[src/rtl/elevator_controller.sv]
// SCAN car scheduler: serves latched floor requests, drives motor/door, and strobes request clears.
// Optional idle return-to-floor-0 behaviour is enabled with ELEVATOR_HOME_RETURN_EN.
module elevator_controller #(
  parameter int BUTTONS_WIDTH    = 8,
  parameter int FLOOR_W          = 3,
  parameter int MOVE_CYCLES      = 16,
  parameter int DOOR_CYCLES      = 32,
  parameter int HOME_IDLE_CYCLES = 256
) (
  input  logic                     clk,
  input  logic                     reset,
  input  logic [BUTTONS_WIDTH-1:0] active_in_levels,
  input  logic [BUTTONS_WIDTH-1:0] active_out_up_levels,
  input  logic [BUTTONS_WIDTH-1:0] active_out_down_levels,
  output logic [BUTTONS_WIDTH-1:0] inactivate_in_levels,
  output logic [BUTTONS_WIDTH-1:0] inactivate_out_up_levels,
  output logic [BUTTONS_WIDTH-1:0] inactivate_out_down_levels,
  output logic [4:0]               buttons_blocked,
  output logic [FLOOR_W-1:0]       current_floor,
  output logic                     motor_up,
  output logic                     motor_down,
  output logic                     door_open,
  output logic                     dir_up
);

  // state     | meaning
  // IDLE      | car parked, evaluating requests
  // MOVE_UP   | travelling up one floor per MOVE_CYCLES
  // MOVE_DOWN | travelling down one floor per MOVE_CYCLES
  // DOOR      | door open for DOOR_CYCLES, clearing this floor's requests
  typedef enum logic [1:0] {IDLE, MOVE_UP, MOVE_DOWN, DOOR} state_t;

  localparam int CNT_MAX = (MOVE_CYCLES > DOOR_CYCLES) ? MOVE_CYCLES : DOOR_CYCLES;
  localparam int CNT_W   = $clog2(CNT_MAX);
  localparam logic [CNT_W-1:0]   MOVE_LD = CNT_W'(MOVE_CYCLES - 1);
  localparam logic [CNT_W-1:0]   DOOR_LD = CNT_W'(DOOR_CYCLES - 1);
  localparam logic [FLOOR_W-1:0] TOP     = FLOOR_W'(BUTTONS_WIDTH - 1);

  state_t                   state_q, state_d;
  logic [FLOOR_W-1:0]       floor_q, floor_d, nf_up, nf_dn;
  logic                     dir_q, dir_d;
  logic [CNT_W-1:0]         cnt_q, cnt_d;
  logic                     motor_up_q, motor_up_d, motor_down_q, motor_down_d;
  logic                     door_q, door_d;
  logic [BUTTONS_WIDTH-1:0] inact_q, inact_d, pend;
  logic [4:0]               blocked_q, blocked_d;
  logic                     stop_up, stop_dn, homing;

`ifdef ELEVATOR_HOME_RETURN_EN
  localparam int HOME_W = $clog2(HOME_IDLE_CYCLES);
  localparam logic [HOME_W-1:0] HOME_LAST = HOME_W'(HOME_IDLE_CYCLES - 1);
  logic [HOME_W-1:0] idle_cnt_q, idle_cnt_d;
  logic              homing_q, homing_d;
  assign homing = homing_q;
`else
  assign homing = 1'b0;
`endif

  function automatic logic any_above(input logic [BUTTONS_WIDTH-1:0] p, input logic [FLOOR_W-1:0] f);
    logic r;
    r = 1'b0;
    for (int i = 0; i < BUTTONS_WIDTH; i++)
      if (i > int'(f) && p[i]) r = 1'b1;
    return r;
  endfunction

  function automatic logic any_below(input logic [BUTTONS_WIDTH-1:0] p, input logic [FLOOR_W-1:0] f);
    logic r;
    r = 1'b0;
    for (int i = 0; i < BUTTONS_WIDTH; i++)
      if (i < int'(f) && p[i]) r = 1'b1;
    return r;
  endfunction

  // Keep heading while work lies ahead; turn around only if work lies behind.
  function automatic logic door_dir(input logic [BUTTONS_WIDTH-1:0] p, input logic [FLOOR_W-1:0] f,
                                    input logic d);
    logic ahead, behind;
    ahead  = d ? any_above(p, f) : any_below(p, f);
    behind = d ? any_below(p, f) : any_above(p, f);
    return (ahead || !behind) ? d : !d;
  endfunction

  always_comb begin
    pend    = active_in_levels | active_out_up_levels | active_out_down_levels;
    nf_up   = (floor_q == TOP) ? floor_q : floor_q + FLOOR_W'(1);
    nf_dn   = (floor_q == '0) ? floor_q : floor_q - FLOOR_W'(1);
    stop_up = active_in_levels[nf_up] | active_out_up_levels[nf_up] |
              (active_out_down_levels[nf_up] & !any_above(pend, nf_up)) | (nf_up == TOP);
    stop_dn = active_in_levels[nf_dn] | active_out_down_levels[nf_dn] |
              (active_out_up_levels[nf_dn] & !any_below(pend, nf_dn)) | (nf_dn == '0);

    state_d = state_q;
    floor_d = floor_q;
    dir_d   = dir_q;
    cnt_d   = cnt_q;
`ifdef ELEVATOR_HOME_RETURN_EN
    idle_cnt_d = '0;
    homing_d   = homing_q;
`endif

    case (state_q)
      IDLE: begin
        if (pend[floor_q]) begin
          state_d = DOOR;
          cnt_d   = DOOR_LD;
          dir_d   = door_dir(pend, floor_q, dir_q);
        end else if (any_above(pend, floor_q) && (dir_q || !any_below(pend, floor_q))) begin
          state_d = MOVE_UP;
          cnt_d   = MOVE_LD;
          dir_d   = 1'b1;
        end else if (any_below(pend, floor_q)) begin
          state_d = MOVE_DOWN;
          cnt_d   = MOVE_LD;
          dir_d   = 1'b0;
        end
`ifdef ELEVATOR_HOME_RETURN_EN
        else if (floor_q != '0) begin
          if (idle_cnt_q == HOME_LAST) begin
            state_d  = MOVE_DOWN;
            cnt_d    = MOVE_LD;
            dir_d    = 1'b0;
            homing_d = 1'b1;
          end else begin
            idle_cnt_d = idle_cnt_q + HOME_W'(1);
          end
        end
`endif
      end
      MOVE_UP: begin
        if (cnt_q != '0) begin
          cnt_d = cnt_q - CNT_W'(1);
        end else begin
          floor_d = nf_up;
          if (pend == '0) begin
            state_d = IDLE;
          end else if (stop_up) begin
            state_d = DOOR;
            cnt_d   = DOOR_LD;
            dir_d   = door_dir(pend, nf_up, dir_q);
          end else begin
            cnt_d = MOVE_LD;
          end
        end
      end
      MOVE_DOWN: begin
        if (cnt_q != '0) begin
          cnt_d = cnt_q - CNT_W'(1);
        end else begin
          floor_d = nf_dn;
          if (pend == '0) begin
            // A home return keeps going with nothing pending; it parks at floor 0 without a door cycle.
            if (homing && nf_dn != '0) cnt_d = MOVE_LD;
            else state_d = IDLE;
          end else if (stop_dn) begin
            state_d = DOOR;
            cnt_d   = DOOR_LD;
            dir_d   = door_dir(pend, nf_dn, dir_q);
          end else begin
            cnt_d = MOVE_LD;
          end
        end
      end
      DOOR: begin
        if (cnt_q != '0) cnt_d = cnt_q - CNT_W'(1);
        else state_d = IDLE;
      end
      default: state_d = IDLE;
    endcase

`ifdef ELEVATOR_HOME_RETURN_EN
    if (state_d != MOVE_DOWN) homing_d = 1'b0;
`endif

    motor_up_d   = (state_d == MOVE_UP);
    motor_down_d = (state_d == MOVE_DOWN);
    door_d       = (state_d == DOOR);
    blocked_d    = door_d ? 5'(floor_d) + 5'd1 : 5'd0;
    inact_d      = door_d ? (BUTTONS_WIDTH'(1) << floor_d) : '0;
  end

  always_ff @(posedge clk) begin
    if (!reset) begin
      state_q      <= IDLE;
      floor_q      <= '0;
      dir_q        <= 1'b1;
      cnt_q        <= '0;
      motor_up_q   <= 1'b0;
      motor_down_q <= 1'b0;
      door_q       <= 1'b0;
      inact_q      <= '0;
      blocked_q    <= '0;
`ifdef ELEVATOR_HOME_RETURN_EN
      idle_cnt_q   <= '0;
      homing_q     <= 1'b0;
`endif
    end else begin
      state_q      <= state_d;
      floor_q      <= floor_d;
      dir_q        <= dir_d;
      cnt_q        <= cnt_d;
      motor_up_q   <= motor_up_d;
      motor_down_q <= motor_down_d;
      door_q       <= door_d;
      inact_q      <= inact_d;
      blocked_q    <= blocked_d;
`ifdef ELEVATOR_HOME_RETURN_EN
      idle_cnt_q   <= idle_cnt_d;
      homing_q     <= homing_d;
`endif
    end
  end

  assign inactivate_in_levels       = inact_q;
  assign inactivate_out_up_levels   = inact_q;
  assign inactivate_out_down_levels = inact_q;
  assign buttons_blocked            = blocked_q;
  assign current_floor              = floor_q;
  assign motor_up                   = motor_up_q;
  assign motor_down                 = motor_down_q;
  assign door_open                  = door_q;
  assign dir_up                     = dir_q;

  a_motor_excl: assert property (@(posedge clk) !(motor_up_q && motor_down_q));
  a_motor_door: assert property (@(posedge clk) !((motor_up_q || motor_down_q) && door_q));

endmodule

[config.mk]
export PLATFORM = sky130hd
export DESIGN_NAME = elevator_controller
export DESIGN_NICKNAME = d
export VERILOG_FILES = /design/src/rtl/elevator_controller.sv
export SDC_FILE = /design/constraint.sdc
export NUM_CORES = 1
export LEC_CHECK = 0
export ABC_AREA = 1
export ABC_CLOCK_PERIOD_IN_PS = 2700
export CORE_UTILIZATION = 45
export DETAILED_ROUTE_END_ITERATION = 10
export PLACE_DENSITY = 0.73
export SETUP_SLACK_MARGIN = 0.1
export SLEW_MARGIN = 40
export SYNTH_ARGS = -nofsm -noshare
export SYNTH_HDL_FRONTEND = slang
export SYNTH_SLANG_ARGS = --single-unit
export TNS_END_PERCENT = 1
[constraint.sdc]
create_clock -name clk -period 2.7 [get_ports clk]
set_input_delay 0.27 -clock clk [delete_from_list [all_inputs] [get_ports clk]]
set_output_delay 0.27 -clock clk [all_outputs]
set_load 0.01 [all_outputs]
Yosys cells after proc, flatten, opt, wreduce, memory -nomap -nowiden
Cells that the tools add are included.

Add/subtract/negate cells: 4. Order comparisons: 45. Shifts and indexed selects: 1. Bitwise logic cells: 10. Mux-type cells: 129. Reductions and logical operators: 63. Equality and inequality tests: 21.

Operators by type and width (number): 1-bit two-way mux (94); 5-bit two-way mux (10); 1-bit logical AND (43); 3-bit > comparator, first input constant (12); 3-bit < comparator, first input constant (9); 1-bit binary-select mux with 3-bit select (7); 2-bit two-way mux (10); 5-bit one-hot mux with 4 select lines (1); 2-bit by 3-bit > comparator with 1-bit output, first input constant (6); 1-bit by 3-bit < comparator with 1-bit output, first input constant (6); 2-bit by 3-bit < comparator with 1-bit output, first input constant (6); 2-bit inequality test, second input constant (9); 8-bit OR (2); 3-bit by 4-bit < comparator with 1-bit output, second input constant (3); 3-bit two-way mux (4); 11-bit AND reduction (1); 1-bit by 3-bit > comparator with 1-bit output, first input constant (3); 3-bit inequality test, second input constant (3); 2-bit equality test, second input constant (4); 8-bit logical NOT (1); 2-bit one-hot mux with 4 select lines (1); 1-bit by 3-bit left shift with 8-bit output, first input constant (1); 1-bit logical NOT (7); 3-bit equality test, second input constant (2); other kinds (17) (28).

Bits in registers: 27. Output and inout port bits: 36. Bits of input ports: 26. Word-level logic and storage cells: 282.

Logic depth before layout (Yosys ltp)
Gate-level depths: netlist of the first run.

Word-level depth: 27. Gate-level depth with buffers: 22. Depth with buffers taken out: 21.

Worst setup path after synthesis of the first run
OpenSTA, ideal clock, no wires.

Path kind: register to register. Start point: reg floor_q[1], in the netlist current_floor[1]. End point: reg inact_q[0], in the netlist inactivate_in_levels[0]. Period minus slack after synthesis: 2.529 ns. Slack: 0.171 ns. Data arrival time: 2.466 ns. Setup time: 0.064 ns. Data required time: 2.636 ns. Cell stages (with the launch flop): 20. Path through: dfxtp_1 -> buf_2 -> inv_1 -> ha_1 -> inv_1 -> o21ai_0 -> nor2_1 -> nor2_1 -> nand3_2 -> nor2_4 -> nand2_2 -> nand3_2 -> nand2_2 -> nand2_2 -> nor2_2 -> o21ai_4 -> nand2_4 -> nor2_8 -> nand2_2 -> nor2_1.

Longest elaborated chain between the ends: 21. Elaborated cells on any way between the ends: 142.

Ends and longest elaborated chain: start, declared (line 40) `logic [FLOOR_W-1:0] floor_q, floor_d, nf_up, nf_dn;`; start signal, assigned (line 199) `floor_q <= floor_d;`; 3-bit by 1-bit subtractor with 3-bit output (tied with other cells) (line 87) `nf_dn = (floor_q == '0) ? floor_q : floor_q - FLOOR_W'(1);`; 3-bit two-way mux, on equally long branches (line 87, 86); 1-bit by 3-bit < comparator with 1-bit output / 1-bit by 3-bit > comparator with 1-bit output (equally long branches) (line 71, 63); 1-bit logical AND, on equally long branches (line 71, 63); 1-bit two-way mux, on equally long branches (line 71, 63); 1-bit two-way mux, on equally long branches; 1-bit two-way mux, on equally long branches (line 71, 63); 1-bit two-way mux, on equally long branches; [5 not listed]; 1-bit OR, on equally long branches (line 90, 88); 1-bit OR, on equally long branches (line 91, 89); 2-bit two-way mux, on equally long branches (line 155, 137); 2-bit two-way mux, on equally long branches (line 151, 135); 2-bit two-way mux, on equally long branches (line 147, 131); 2-bit one-hot mux with 4 select lines (line 102) `case (state_q)`; 2-bit equality test (line 177) `door_d = (state_d == DOOR);`; 2-bit AND reduction (no source line); end signal, assigned (line 205) `inact_q <= inact_d;`; end, declared (line 45) `logic [BUTTONS_WIDTH-1:0] inact_q, inact_d, pend;`.

Parallel ways exist; a longest one is shown, timed or not. The select of a mux whose other input is x is not followed. A chain may end at the register's enable or synchronous reset.

Worst setup path in the final report of the first run
Start point: reg floor_q[1], in the netlist current_floor[1]. End point: reg inact_q[1], in the netlist inactivate_in_levels[1].

The elaborated chain is that of the path after synthesis.

==> results of run 1 <==
final cells by class:
type	count	area, um2	share of cell area, %
Clock buffer	3	41.3	1.10
Clock inverter	1	30.0	0.800
Inverter	69	264	7.04
Multi-Input combinational cell	349	1950	51.9
Sequential cell	26	532	14.2
Tap cell	75	93.8	2.50
Timing Repair Buffer	90	843	22.5
through the flow:
step                      hold slack (ns)  total power, mW  instance area, um2  setup TNS, ns
after floorplan                     0.355             1.50                2730              0
after global placement              0.474             1.85                3420         -0.428
after detailed placement            0.480             1.87                3420         -0.764
after CTS                           0.494             2.21                3510              0
after global routing                0.531             2.53                3750              0
final                               0.487             2.32                3750              0
metal layers:
metal | vias up | GRT usage (%) | wire length, um
met3 | 11 | 4.34 | 768
met4 | 0 | 4.11 | 66
met5 | - | 0 | 0
met2 | 137 | 41.6 | 3590
met1 | 1429 | 33.9 | 3590
li1 | 1612 | - | -
repair_timing:
action                     CTS  global route
hold buffers                 0             0
setup endpoints to repair   12            21
buffers inserted             0             7
cloned                       0             2
pin swaps                    0            14
gates resized for setup      6            43
logic make-up (layout without fill, tap and decap cells):
| kind of cell | after synthesis | in the layout | synth area share (%) |
|---|---|---|---|
| compound gates | 70 | 70 | 14.3 |
| other cells | 1 | 1 | 0.137 |
| flops | 26 | 26 | 19.1 |
| fa+ha+maj | 16 | 16 | 7.33 |
| xor+xnor | 3 | 3 | 0.963 |
| buf+inv | 91 | 163 | 15.6 |
| simple gates | 258 | 259 | 42.6 |
Yosys cell counts:
master and count:
nand2_2 13, inv_1 66, o21ai_0 34, xnor2_1 1
buf_4 18, a21oi_1 16, o31ai_1 1, nor2_4 1
o211ai_1 1, o311ai_0 1, a31oi_1 5, xor2_1 2
a22oi_1 1, nand3_1 40, ha_1 16, nor2_2 2
o21ai_4 1, nand3_2 5, nand2_1 132, dfxtp_1 26
nor4_2 1, a211oi_1 1, nand2_4 3, o22ai_1 3
inv_2 3, nor3_1 8, o21ai_1 4, nand4_1 3
buf_2 2, conb_1 1, nor2_8 1, buf_6 2
o21bai_1 2, nor2_1 48, nor4_1 1
layout by cell type, fill, tap and decap left out, types with 3 or more instances in the layout:
master           instances
nand2_1                127
inv_1                   63
clkdlybuf4s50_1         60
nor2_1                  41
nand3_1                 38
o21ai_0                 33
buf_4                   26
dfxtp_1                 23
a21oi_1                 15
ha_1                    13
nand2_2                 12
nand2_4                 10
nor3_1                   8
nor2_2                   6
nand3_2                  5
a31oi_1                  5
inv_2                    4
o21ai_1                  4
nor2_4                   4
o22ai_1                  3
nand4_1                  3
ha_4                     3
clkbuf_8                 3
dfxtp_4                  3
worst min-delay path: stages (launching register included):
cell and delay (ns):
dfxtp_1 0.32, inv_1 0.07, a21oi_1 0.06
worst paths after layout:
check                                 startpoint  cells after the start                 endpoint  slack, ns
worst max-delay path            current_floor[1]                     21  inactivate_in_levels[1]       0.18
worst min-delay path                    cnt_q[1]                      2                 cnt_q[1]       0.49
worst max register to register  current_floor[1]                     21  inactivate_in_levels[1]       0.18
worst min register to register          cnt_q[1]                      2                 cnt_q[1]       0.49
registers in the layout, summed over array words and instances (netlist names):
| register | cells |
|---|---|
| buttons_blocked | 4 |
| cnt_q | 5 |
| current_floor | 3 |
| dir_up | 1 |
| door_open | 1 |
| inactivate_in_levels | 8 |
| motor_down | 1 |
| motor_up | 1 |
| state_q | 2 |
power by group through the flow:
stage	clock network (mW)	registers, mW	logic [mW]
6_report	0.320	0.550	1.45
5_1_grt	0.347	0.568	1.62
4_1_cts	0.330	0.551	1.33
3_5_place_dp	0	0.560	1.31
3_3_place_gp	0	0.561	1.29
2_1_floorplan	0	0.566	0.930
==> flow_metrics.tcl, run 1 <==
set metrics [dict create \
    p_switching_mw 1.07 \
    critical_path.max_stage_delay_ns 0.39 \
    nNetsFinal 581 \
    root_buffer "clkbuf_8" \
    synthDominantCellAreaShare_pct 19.1 \
    cp_cell_sequence "inv_4 -> buf_6 -> ha_4 -> inv_2 -> nand2_2 -> nand3_4 -> buf_6 -> nand3_1 -> nand2_1 -> nand3_2 -> nor2_4 -> nand3_2 -> nand2_2 -> nand2_2 -> nand2_2 -> o21bai_1 -> nand2_1 -> nand3_4 -> nor2_8 -> nand2_4 -> nor2_2" \
    fillers 569 \
    drt_wl_total_um 8020 \
    end_kind "register" \
    die_area_um2 6380 \
    io_buffers 60 \
    final_antenna_net_count 0 \
    antenna_found_initial 0 \
    dp_slack_ns -0.0904 \
    h-tree-depth 1 \
    drc 0 \
    worstPathArrival_ns 2.74 \
    slew_violations 0 \
    track_usage_pct 25.0 \
    die_w_um 79.9 \
    grt_first_pass_wirelength_um 12600 \
    post-dp-hpwl_um 6110 \
    setup_slack_ns 0.179 \
    setup_viol 0 \
    drt-initial-drc-count 235 \
    start_util_pct 46.4 \
    max_freq_ghz 0.397 \
    cp_common_cell "nand2_2" \
    clock_latency_ns 0.27 \
    yosysWarnings 0 \
    grt_overflow 0 \
    status "finished clean" \
    cpMaxStageDelayCell "dfxtp_4" \
    critical_path_peak_fanout 5 \
    die_h_um 79.9 \
    power_frac_seq_pct 23.7 \
    layout-drive-gt1-share_pct 16.7 \
    cp-start-kind "register" \
    firstDrtPassIters 5 \
    tritoncts "built" \
    synth.net_count 507 \
    place_inst 600 \
    synth_area_um2 2730 \
    path_clk_slew_ns 0.09 \
    grt_pass1_vias 2833 \
    intPower_mw 1.25 \
    path_class "reg -> reg" \
    finalCritPeriodShare_pct 93.4 \
    cts.sinks 26 \
    grt_max_degree 18 \
    power_density_nw_per_um2 618 \
    wl_per_cell_um 13.1 \
    min_path_type "reg -> reg" \
    layout_min_cycle_time_ns 2.52 \
    seq_area_frac_synth_pct 19.1 \
    area_growth_pct 37.4 \
    hold_viol_final 0 \
    ys_seq_elements 26 \
    crit_buf_inv 4 \
    gp_congestion 1.01 \
    synthesis.instances 465 \
    synth_cell_types 35 \
    vias 3189 \
    power.share.clock_pct 13.8 \
    rsz0062_at_grt "yes" \
    core-area_um2 5890 \
    ys_top_cells_by_area "dfxtp_1 19%, nand2_1 18%, inv_1 9.1%" \
    final_cell_count_no_fill 613 \
    sw_frac_of_total_pct 46.2 \
    power_frac_comb_pct 62.5 \
    clk_path_buf_depth 2 \
    avgSynthCellArea_um2 5.87 \
    power.leakage_nw 1.81 \
    required_ns 2.92 \
    cap_viol_max_count 0 \
    via_per_inst 5.20 \
    n_antenna_cell 0 \
    finClkSkew_ns 0.00566 \
    numCtsBuffers 3 \
    final_core_util_pct 63.8 \
    peakVddDrop_mv 0.677 \
    synth_largest_area_cell "dfxtp_1" \
    pin_count 62 \
    critPathTopFamily "simple AND/OR/NAND/NOR gates" \
    rows 28 \
]
(Power assumes the default switching activity.)
==> inputs of run 2 (changes only) <==
--- a/config.mk
+++ b/config.mk
@@ -7,8 +7,10 @@
 export LEC_CHECK = 0
 export ABC_AREA = 1
 export ABC_CLOCK_PERIOD_IN_PS = 2700
+export CORE_MARGIN = 5
 export CORE_UTILIZATION = 45
 export DETAILED_ROUTE_END_ITERATION = 10
+export MAX_ROUTING_LAYER = met4
 export PLACE_DENSITY = 0.73
 export SETUP_SLACK_MARGIN = 0.1
 export SLEW_MARGIN = 40
==> run 2 against run 1 <==
- non-clock buffer count decreased by 12
- maximum frequency rose by 2.4%
- sequential share of layout area up 0.77 points
- critical path type unchanged
- critical endpoint is now inactivate_in_levels[5]
- largest cell class unchanged
==> flow_metrics.tcl, run 2 (synthesized netlist as in run 1, its figures left out) <==
set metrics [dict create \
    status "finished clean" \
    path_clk_slew_ns 0.09 \
    root_buffer "clkbuf_8" \
    layout-drive-gt1-share_pct 12.2 \
    setup_slack_ns 0.237 \
    setup_viol 0 \
    drt_wl_total_um 8070 \
    r2r_cells 18 \
    start_util_pct 46.1 \
    crit_buf_inv 2 \
    antenna_found_initial 0 \
    n_antenna_cell 0 \
    rows 28 \
    finalCritPeriodShare_pct 91.2 \
    post_cts_buffers 0 \
    cp-start-kind "register" \
    wl_per_cell_um 13.5 \
    end_kind "register" \
    die_w_um 87.9 \
    min_path_type "reg -> reg" \
    core-area_um2 5920 \
    power.leakage_nw 1.70 \
    critical_path.max_stage_delay_ns 0.40 \
    hold_viol_final 0 \
    numCtsBuffers 3 \
    gp_congestion 0.961 \
    cts_hold_buf 0 \
    rsz0062_at_grt "yes" \
    clk_path_buf_depth 2 \
    drc 0 \
    worstPathArrival_ns 2.67 \
    final_cell_mix "130 x nand2_1, 65 x inv_1, 60 x clkdlybuf4s50_1" \
    track_usage_pct 21.6 \
    critical_path_peak_fanout 9 \
    area_growth_pct 29.1 \
    grt_pass1_vias 2833 \
    drt-initial-drc-count 212 \
    layout_min_cycle_time_ns 2.46 \
    die_area_um2 7720 \
    vias 3072 \
    required_ns 2.91 \
    dp_slack_ns 0.0115 \
    cap_viol_max_count 0 \
    grt_first_pass_wirelength_um 13100 \
    fillers 600 \
    path_class "reg -> reg" \
    slew_violations 0 \
    min_path_cells 2 \
    final_antenna_net_count 0 \
    post-dp-hpwl_um 6390 \
    max_freq_ghz 0.406 \
    finClkSkew_ns 0.00421 \
    peakVddDrop_mv 0.651 \
    via_per_inst 5.12 \
    power_density_nw_per_um2 626 \
    tritoncts "built" \
    nNetsFinal 568 \
    critPathTopFamily "simple AND/OR/NAND/NOR gates" \
    grt_max_degree 18 \
    clock_latency_ns 0.27 \
    final_common_cell "nand2_1" \
    grt_overflow 0 \
    h-tree-depth 1 \
    cpMaxStageDelayCell "dfxtp_4" \
    io_buffers 60 \
    cp_cell_sequence "ha_2 -> buf_4 -> nand3_1 -> nand2_2 -> o21ai_0 -> nand3_1 -> nand3_1 -> nand2_1 -> inv_1 -> nand3_2 -> nand2_2 -> nand2_1 -> o21bai_1 -> nand2_1 -> nand3_4 -> nor2_8 -> nand2_4 -> nor2_1" \
    cts.sinks 26 \
    pin_count 62 \
    die_h_um 87.9 \
    setup_tns_ns 0 \
    firstDrtPassIters 5 \
    cp.depth 18 \
    largest_reg_flops 8 \
]
-- run 2: power by group --
part           switching (mW)  total (mW)  internal (mW)
sequential             0.0819       0.556          0.475
combinational           0.821        1.34          0.517
clock                   0.115       0.314          0.198
-- run 2: repair_timing --
action / CTS / global route
endpoints found under the hold margin: 0 / 0
pin swaps: 0 / 2
endpoints found under the setup margin: 12 / 20
resized for setup: 6 / 12
-- run 2: path summary, 6_finish.rpt --
check / start / end / slack (ns)
worst min register to register: cnt_q[1] / cnt_q[1] / 0.49
worst max-delay path: current_floor[0] / inactivate_in_levels[5] / 0.24
worst max register to register: current_floor[0] / inactivate_in_levels[5] / 0.24
worst min-delay path: cnt_q[1] / cnt_q[1] / 0.49
-- run 2: worst min-delay path, stage by stage, from the launching register on --
cell,delay [ns]
dfxtp_1,0.32
inv_1,0.07
a21oi_1,0.06
-- run 2: final cells by class --
cell class	count	area [um2]	share of cell area (%)
Clock buffer	3	41.3	1.17
Tap cell	75	93.8	2.66
Timing Repair Buffer	78	736	20.9
Sequential cell	26	527	14.9
Clock inverter	1	30.0	0.852
Multi-Input combinational cell	348	1840	52.2
Inverter	69	259	7.35
-- run 2: per-stage QoR --
stage               area [um2]  utilization [%]  instances  power [mW]  hold slack, ns
floorplan                 2730                -        465        1.50           0.355
global placement          3390             57.3        596        1.84           0.469
detailed placement        3390             57.3        596        1.86           0.476
CTS                       3480             58.8        600        2.18           0.489
global route              3530             59.6        600        2.43           0.520
finish                    3530             59.6        600        2.21           0.486
-- run 2: routing by layer --
layer | GRT usage [%] | wire, um | vias up | part of all wire (%)
li1 | - | - | 1582 | -
met1 | 29.6 | 3740 | 1375 | 46
met2 | 34.2 | 3670 | 109 | 45
met3 | 3.39 | 600 | 6 | 7.4
met4 | 2.93 | 57 | 0 | 0.71
met5 | - | 0 | - | 0
